**config.mk**
```make
export PLATFORM = sky130hd
export DESIGN_NAME = mem_lsu
export DESIGN_NICKNAME = d
export VERILOG_FILES = /design/src/rtl/mem_lsu.sv
export SDC_FILE = /design/constraint.sdc
export NUM_CORES = 1
export LEC_CHECK = 0
export CAP_MARGIN = 10
export CELL_PAD_IN_SITES_DETAIL_PLACEMENT = 1
export CELL_PAD_IN_SITES_GLOBAL_PLACEMENT = 1
export CORE_AREA = 3 3 131 133
export DETAILED_ROUTE_END_ITERATION = 16
export DIE_AREA = 0 0 134 136
export GPL_TIMING_DRIVEN = 0
export PLACE_DENSITY_LB_ADDON = 0.25
export SYNTH_ARGS = -nofsm -noshare
export SYNTH_HDL_FRONTEND = slang
export SYNTH_SLANG_ARGS = --single-unit
```
**constraint.sdc**
```tcl
create_clock -name clk -period 3.4 [get_ports clk]
set_input_delay 1.02 -clock clk [delete_from_list [all_inputs] [get_ports clk]]
set_output_delay 1.02 -clock clk [all_outputs]
set_load 0.02 [all_outputs]
```
**src/rtl/mem_lsu.sv**
```systemverilog
// mem_lsu: single-outstanding load/store unit between the memory stage and a
// simple req/ack data memory. It checks legality, issues one word-aligned bus
// request and sign/zero-extends the returned load data into Rdata_ext_M.
module mem_lsu (
  input  logic        clk,
  input  logic        rst_n,
  input  logic        mem_req_M,
  input  logic        mem_we_M,
  input  logic [2:0]  funct3_M,
  input  logic [31:0] ALU_result_M,
  input  logic [31:0] wdata_M,
  output logic        dm_req,
  output logic        dm_we,
  output logic [31:0] dm_addr,
  output logic [3:0]  dm_wstrb,
  output logic [31:0] dm_wdata,
  input  logic        dm_ack,
  input  logic [31:0] dm_rdata,
  output logic [31:0] Rdata_ext_M,
  output logic        lsu_stall,
  output logic        access_err
);

  typedef enum logic [1:0] {IDLE, BUSY, DONE} state_t;

  state_t      state;
  logic [1:0]  off_q;   // byte offset of the latched access
  logic [2:0]  f3_q;    // latched size/sign
  logic        legal;
  logic        start;
  logic [3:0]  strb_n;
  logic [31:0] wdata_n;
  logic [31:0] ld_ext;
  logic [31:0] rd_sh;

  // Legality of the incoming access: opcode subset plus natural alignment.
  always_comb begin
    legal = 1'b0;
    if (mem_we_M) legal = (funct3_M[2] == 1'b0) && (funct3_M[1:0] != 2'b11);
    else          legal = (funct3_M[1:0] != 2'b11) && (funct3_M != 3'b110);
    if (funct3_M[1:0] == 2'b01 && ALU_result_M[0])            legal = 1'b0;
    if (funct3_M[1:0] == 2'b10 && ALU_result_M[1:0] != 2'b00) legal = 1'b0;
  end

  assign start = (state == IDLE) && mem_req_M;

  // Stall and error are combinational so the pipeline freezes in the request
  // cycle itself; both are held low while reset is asserted.
  assign lsu_stall  = rst_n && ((start && legal) || (state == BUSY));
  assign access_err = rst_n && start && !legal;

  // Store strobes and lane-replicated data for the incoming access.
  always_comb begin
    strb_n  = 4'b0000;
    wdata_n = wdata_M;
    case (funct3_M[1:0])
      2'b00: begin
        strb_n  = 4'b0001 << ALU_result_M[1:0];
        wdata_n = {4{wdata_M[7:0]}};
      end
      2'b01: begin
        strb_n  = 4'b0011 << ALU_result_M[1:0];
        wdata_n = {2{wdata_M[15:0]}};
      end
      default: begin
        strb_n  = 4'b1111;
        wdata_n = wdata_M;
      end
    endcase
  end

  // Load extraction: shift the addressed lane down, then extend.
  always_comb begin
    rd_sh  = dm_rdata >> {off_q, 3'b000};
    ld_ext = dm_rdata;
    case (f3_q)
      3'b000:  ld_ext = {{24{rd_sh[7]}}, rd_sh[7:0]};
      3'b001:  ld_ext = {{16{rd_sh[15]}}, rd_sh[15:0]};
      3'b100:  ld_ext = {24'b0, rd_sh[7:0]};
      3'b101:  ld_ext = {16'b0, rd_sh[15:0]};
      default: ld_ext = dm_rdata;
    endcase
  end

  // Control FSM with registered bus outputs; DONE is a one-cycle guard so a
  // still-high mem_req_M from the finishing instruction is not re-issued.
  always_ff @(posedge clk or negedge rst_n) begin
    if (!rst_n) begin
      state       <= IDLE;
      dm_req      <= 1'b0;
      dm_we       <= 1'b0;
      dm_addr     <= 32'b0;
      dm_wstrb    <= 4'b0;
      dm_wdata    <= 32'b0;
      Rdata_ext_M <= 32'b0;
      off_q       <= 2'b0;
      f3_q        <= 3'b0;
    end else begin
      case (state)
        IDLE: begin
          if (start && legal) begin
            state    <= BUSY;
            dm_req   <= 1'b1;
            dm_we    <= mem_we_M;
            dm_addr  <= {ALU_result_M[31:2], 2'b00};
            dm_wstrb <= mem_we_M ? strb_n : 4'b0000;
            dm_wdata <= mem_we_M ? wdata_n : 32'b0;
            off_q    <= ALU_result_M[1:0];
            f3_q     <= funct3_M;
          end
        end
        BUSY: begin
          if (dm_ack) begin
            state    <= DONE;
            dm_req   <= 1'b0;
            dm_we    <= 1'b0;
            dm_wstrb <= 4'b0000;
            if (!dm_we) Rdata_ext_M <= ld_ext;
          end
        end
        DONE:    state <= IDLE;
        default: state <= IDLE;
      endcase
    end
  end

endmodule

```
==> results of run 1 <==
==> metrics by stage <==
step	TNS (ns)	cell area [um^2]
finish	0	7880
global route	0	7880
CTS	-0.0646	7860
detailed placement	-1.72	7500
global placement	-317.31	7470
floorplan	0	5160
==> registers in the layout (all words and copies together) (netlist names) <==
name,flops
Rdata_ext_M,32
dm_wdata,32
dm_addr,30
dm_wstrb,4
f3_q,3
off_q,2
state,2
dm_req,1
dm_we,1
==> cell usage after synthesis (2+ instances only) <==
cell / count / area share, %
dfrtp_1: 107 / 52
mux2_1: 25 / 5.5
o21ai_1: 13 / 1.3
o21ai_0: 42 / 4.1
buf_6: 2 / 0.44
nor3_1: 3 / 0.29
a21oi_1: 34 / 3.3
clkbuf_1: 18 / 1.3
mux2_4: 10 / 2.9
nor3b_1: 3 / 0.44
buf_1: 2 / 0.15
mux2i_1: 33 / 6.4
nand3b_1: 2 / 0.29
nand2_1: 89 / 6.5
buf_4: 4 / 0.58
nor2_1: 14 / 1.0
nand3_1: 37 / 3.6
inv_1: 9 / 0.66
nand2b_1: 8 / 0.97
o21a_1: 2 / 0.29
buf_2: 14 / 1.4
and2_1: 6 / 0.73
nor2b_1: 3 / 0.36
o31ai_1: 17 / 2.5
==> worst max-delay path by stage <==
stage | from | end | slack [ns] | cells after the start
6_report | mem_req_M | lsu_stall | 0.09 | 6
5_1_grt | mem_req_M | access_err | 0.003 | 5
4_1_cts | mem_req_M | access_err | -0.06 | 5
3_5_place_dp | ALU_result_M[0] | lsu_stall | -1.05 | 7
3_3_place_gp | rst_n | access_err | -4.02 | 4
2_1_floorplan | funct3_M[0] | lsu_stall | 0.11 | 6
==> logic make-up (layout without fill, tap and decap cells) <==
logic type | Yosys count | in the layout | share of synthesized area (%)
and+or+nand+nor | 171 | 171 | 15.6
AOI/OAI and AO/OA | 112 | 112 | 12.4
DFF | 107 | 107 | 51.9
muxes | 70 | 70 | 15.4
buffers and inverters | 50 | 272 | 4.56
other | 1 | 2 | 0.0727
==> area by class of cell <==
class	instances	area, um^2	share of cell area [%]
timing repair buffer	207	2100	26.7
tap	216	270	3.43
inverter	10	37.5	0.476
sequential	107	2680	34.0
clock buffer	9	225	2.86
buffer	39	199	2.52
clock inverter	7	81.3	1.03
multi-input combinational	355	2290	29.1
==> worst max-delay path, cell delays in order <==
cell and delay (ns):
clkdlybuf4s50_1 0.46, nor3b_4 0.24, o21ai_2 0.10, buf_6 0.18
a21boi_2 0.13, buf_4 0.15
==> report_power, final <==
part           total, mW  switching (mW)  internal (mW)
clock network       1.12           0.532          0.586
registers           1.93           0.246           1.68
logic               2.39            1.25           1.14
total               5.43            2.03           3.40
==> routing by layer <==
layer | GRT usage (%) | wire length [um] | share of wire, % | vias to the layer above
met5 | 0 | 7 | 0.038 | -
met4 | 5.71 | 327 | 1.8 | 2
met3 | 6.77 | 1310 | 7.1 | 24
met1 | 24.8 | 7720 | 42 | 2333
met2 | 35.5 | 9010 | 49 | 161
li1 | - | - | - | 2198
==> repair_timing <==
action / in CTS / in global routing
setup buffers: 1 / 0
hold buffers: 0 / 0
endpoints found under the setup margin: 2 / 2
resized for setup: 20 / 7
gates cloned: 1 / 0
pin swaps: 2 / 2
==> results by group, run 1 <==
STA
  • Final period util: 97.4%
  • Final setup viols: 0
  • Fin. Hold Viols: 0
  • Worst-margin pin slew: ~0.86 ns
  • Min Clock Period, post-route: 3.31 ns
  • Relative slew slack: between 40% and 50%
  • Fin Clk Skew: 0.00972 ns
  • Fmax: 302 MHz
  • Fin. max-slew vios: 0
  • WHS: 0.487 ns
  • Final worst-path setup slack: 0.0894 ns
  • RSZ-0062 raised after global routing: no

Placed design
  • Post-DP HPWL: around 14000 um
  • Port Buffers: 204
  • Dpl ws: -1.05 ns
  • Placed Instances: roughly 930
  • Gp weighted congestion: just under 0.9

Floorplan
  • Starting Density: 32.3%
  • Core Footprint: 15900 um^2
  • Area of the die: 18200 um^2
  • Num rows: 46
  • # IOs: 208
  • Chip Height: 136 um
  • Die X: approximately 130 um

Finish
  • Most frequent cells in the layout: clkdlybuf4s50_1, dfrtp_1, nand2_1
  • Commonest non-fill, non-tap cell in the layout: clkdlybuf4s50_1
  • Cell Count, Final, Fillers Out: 950
  • Diodes inserted: 0
  • Final nets: around 830
  • Filler cell count: 1779
  • Layout cells sized above 1: 8.58%
  • Area growth syn-to-layout: 52.9%
  • Post-layout util: 49.5%

Power
  • Power Total: 5.43 mW
  • Power density over the cells: 689 nW/um^2
  • VDD IR max: a little over 0.0003 V
  • P_leak: 3.41 nW

Global routing
  • First-pass GRT wire length: about 30000 um
  • GRT Total Usage: between 20% and 30%
  • Initial antenna violation count: 1
  • GR Overflow Total: 0
  • Largest net degree at the start of global routing: 42
  • Vias in the first global route: 5332

Worst setup path
  • Crit path max fanout: 19
  • Flop2flop setup slack: 1.24 ns
  • Reg2Reg Depth: 5
  • Crit path DAT: 2.29 ns
  • Critical path type: in -> out
  • CP Data Required Time: 2.38 ns
  • Crit path capture type: primary output
  • Reg2reg start: state[1]
  • FF-to-FF End: Rdata_ext_M[5]
  • Critical Path Start Type: input pin

Clock network
  • Clock transition at path regs: 0.08 ns
  • Deepest clock path buffer count: 2
  • Root Buffer: clkbuf_16
  • Clk sink count: 107
  • Clock H-tree levels: 3
  • CTS buffer count: 9
  • Clock Latency Late Sink: 0.35 ns
  • CTS tree: done

Synth
  • Number of synthesized flops with an enable pin: 0
  • Synth Area per Inst: 10.1 um^2
  • Top_reg_cell synth: dfrtp_1
  • Synth Warn #: 0
  • Register bit count reported by yosys: 107
  • Seq/Total Area, Yosys: 51.9%
  • Cell count after synthesis: 511
  • Post-Syn Area: 5160 um^2
  • Synth unique cells: 38
  • Ys async rst share: 100%

Min path
  • WHS Path Cells: 2
  • Worst Min Path Start: Rdata_ext_M[4]
  • Hold Crit Class: reg -> reg
  • Worst Hold Path EP: Rdata_ext_M[4]

Outcome
  • Status: complete, no violations

Routing
  • Wire per inst: slightly below 20 um
  • Drt total wl: 18400 um
  • DRT antenna net count: 0
  • DR iter-0 viols: 154
  • Drc violations: 0
  • Routed vias/inst: 4.97
  • Detailed Routing Iterations Pass 1: 4
  • Via count: 4718

Run
  • Count of maximum capacitance violations: 0
No activity file was read; power rests on OpenSTA's default activity.
==> run 2: changes to the inputs <==
- CORE_AREA: 3 3 131 133 -> 3 3 129 131
- CTS_BUF_LIST: not set -> sky130_fd_sc_hd__clkbuf_2 sky130_fd_sc_hd__clkbuf_4 sky130_fd_sc_hd__clkbuf_8
- DIE_AREA: 0 0 134 136 -> 0 0 132 134
==> run 2 against run 1 <==
Core utilization up 0.11 points. Largest power group unchanged. Non-clock buffer count up 1. Critical endpoint unchanged. Global-route usage up 0.14 points. Cell count up 0.11%. Maximum frequency up 1.3%. Routed wire length about the same. Clock power down 18%. Register-to-register slack worse by 0.15 ns. Combinational power about the same. Via count down 0.23%. Power down 3.6%.
==> results by group, run 2 (same netlist as run 1, synthesis figures left out) <==
Outcome
  • Status: complete, no violations

Clock network
  • Hold_buf cts: 0
  • Clock transition at path regs: 0.11 ns
  • CTS tree: done
  • Clk sink count: 107
  • Root Buffer: clkbuf_8
  • Clock Latency Late Sink: 0.39 ns
  • CTS buffer count: 9
  • Clock H-tree levels: 3
  • Deepest clock path buffer count: 2

Placed design
  • Post-DP HPWL: 14100 um
  • Placed Instances: 933
  • Placement Cell Area: 7500 um^2
  • Gp weighted congestion: 0.878
  • Port Buffers: 204

Floorplan
  • Area of the die: 17700 um^2
  • Core Footprint: ~16000 um^2
  • # IOs: 208
  • Starting Density: 32.8%
  • Num rows: 46
  • Die X: 132 um
  • Chip Height: 134 um

STA
  • Fin Clk Skew: roughly 0.008 ns
  • Final period util: a little over nine tenths
  • Setup TNS: 0 ns
  • Fin. max-slew vios: 0
  • Final setup viols: 0
  • WHS: 0.490 ns
  • Fmax: 306 MHz
  • Worst-margin pin slew: ~0.83 ns
  • Min Clock Period, post-route: between 3 and 4 ns
  • Relative slew slack: 44.4%
  • RSZ-0062 raised after global routing: no
  • Fin. Hold Viols: 0

Routing
  • DRT antenna net count: 0
  • Drc violations: 0
  • Detailed Routing Iterations Pass 1: 4
  • DR iter-0 viols: 244
  • Routed vias/inst: 4.95
  • Wire per inst: 19.3 um
  • Via count: 4707
  • Drt total wl: 18400 um

Global routing
  • GRT Total Usage: around a fifth
  • Initial antenna violation count: 1
  • GR Overflow Total: 0
  • First-pass GRT wire length: 29200 um
  • Largest net degree at the start of global routing: 43
  • Vias in the first global route: 5225

Worst setup path
  • Critical path type: in -> out
  • Critical Path Start Type: input pin
  • FF-to-FF End: Rdata_ext_M[5]
  • Crit path capture type: primary output
  • Flop2flop setup slack: 1.09 ns
  • Reg2Reg Depth: 5
  • Crit path max fanout: 7
  • Reg2reg start: state[1]
  • CP Data Required Time: 2.38 ns
  • Crit path DAT: ~2.3 ns

Finish
  • Multi-input logic area: 2260 um^2
  • Diodes inserted: 0
  • Most frequent cells in the layout: clkdlybuf4s50_1, dfrtp_1, nand2_1
  • Final instance area: ~8000 um^2
  • Cell Count, Final, Fillers Out: 951
  • Top flop regs: Rdata_ext_M (32), dm_wdata (32), dm_addr (30)
  • Commonest non-fill, non-tap cell in the layout: clkdlybuf4s50_1
  • Layout cells sized above 1: 8.30%
  • Reg area: ~2700 um^2
  • Area growth syn-to-layout: 51.0%
  • Filler cell count: 1755
  • Final nets: 834

Power
  • Internal power: 3.25 mW
  • Gate power share: around 46%
  • P_leak: 3.38 nW
  • Power Total: between 5 and 6 mW
  • Clk pwr share: 17.6%
  • Seq pwr share: 36.7%
  • Sw frac: 38.0%
  • Net Switching: 1.99 mW
  • Power density over the cells: between 600 and 700 nW/um^2
  • VDD IR max: between 0.0002 and 0.00025 V

Run
  • Count of maximum capacitance violations: 0

Min path
  • Hold Crit Class: reg -> reg
  • Worst Min Path Start: Rdata_ext_M[1]
  • Worst Hold Path EP: Rdata_ext_M[1]
  • WHS Path Cells: 2
-- run 2: metrics by stage --
| stage | utilization (%) | worst slack (ns) |
|---|---|---|
| 3_5_place_dp | 47.7 | -1.02 |
| 2_1_floorplan | - | 0.114 |
| 4_1_cts | 49.5 | 0.0116 |
| 3_3_place_gp | 47.6 | -3.99 |
| 5_1_grt | 49.6 | 0.00544 |
| 6_report | 49.6 | 0.132 |
-- run 2: how the worst max path moves through the flow --
stage | startpoint | endpoint | cells after the start
2_1_floorplan | funct3_M[0] | lsu_stall | 6
5_1_grt | ALU_result_M[0] | lsu_stall | 6
4_1_cts | funct3_M[2] | lsu_stall | 6
6_report | ALU_result_M[0] | lsu_stall | 6
3_5_place_dp | ALU_result_M[0] | lsu_stall | 7
3_3_place_gp | rst_n | access_err | 4
-- run 2: area by class of cell --
cell class | count | area share (%)
multi-input cells | 355 | 29.0
inverters | 10 | 0.482
clock buffers | 10 | 1.69
plain buffers | 39 | 2.55
repair buffers | 208 | 27.1
flip-flops and latches | 107 | 34.4
clock inverters | 6 | 1.25
well taps | 216 | 3.47
-- run 2: metal layers --
layer | up-vias | global-route usage, % | share of wire (%) | routed length [um]
li1 | 2202 | - | - | -
met3 | 19 | 4.80 | 5.8 | 1070
met4 | 2 | 5.66 | 1.4 | 255
met1 | 2335 | 25.8 | 42 | 7660
met2 | 149 | 36.4 | 51 | 9380
met5 | - | 0 | 0.038 | 7
-- run 2: power groups by stage --
stage	sequential [mW]	clock [mW]	combinational, mW
6_report	1.92	0.922	2.39
5_1_grt	1.98	0.998	2.56
4_1_cts	1.93	0.945	2.42
3_5_place_dp	1.95	0	2.40
3_3_place_gp	1.93	0	2.34
2_1_floorplan	2.39	0	0.700
-- run 2: worst max-delay path: stages --
cell and delay (ns):
dlygate4sd2_1 0.33, a221oi_2 0.37, o21ai_2 0.12, buf_6 0.13, a21boi_1 0.11, buf_4 0.16
-- run 2: what timing repair did --
| item | in CTS | in global routing |
|---|---|---|
| gates cloned | 1 | 0 |
| gates resized for setup | 20 | 2 |
| buffers inserted | 1 | 1 |
| endpoints found under the setup margin | 2 | 1 |
| endpoints found under the hold margin | 0 | 0 |
| pin swaps | 2 | 2 |
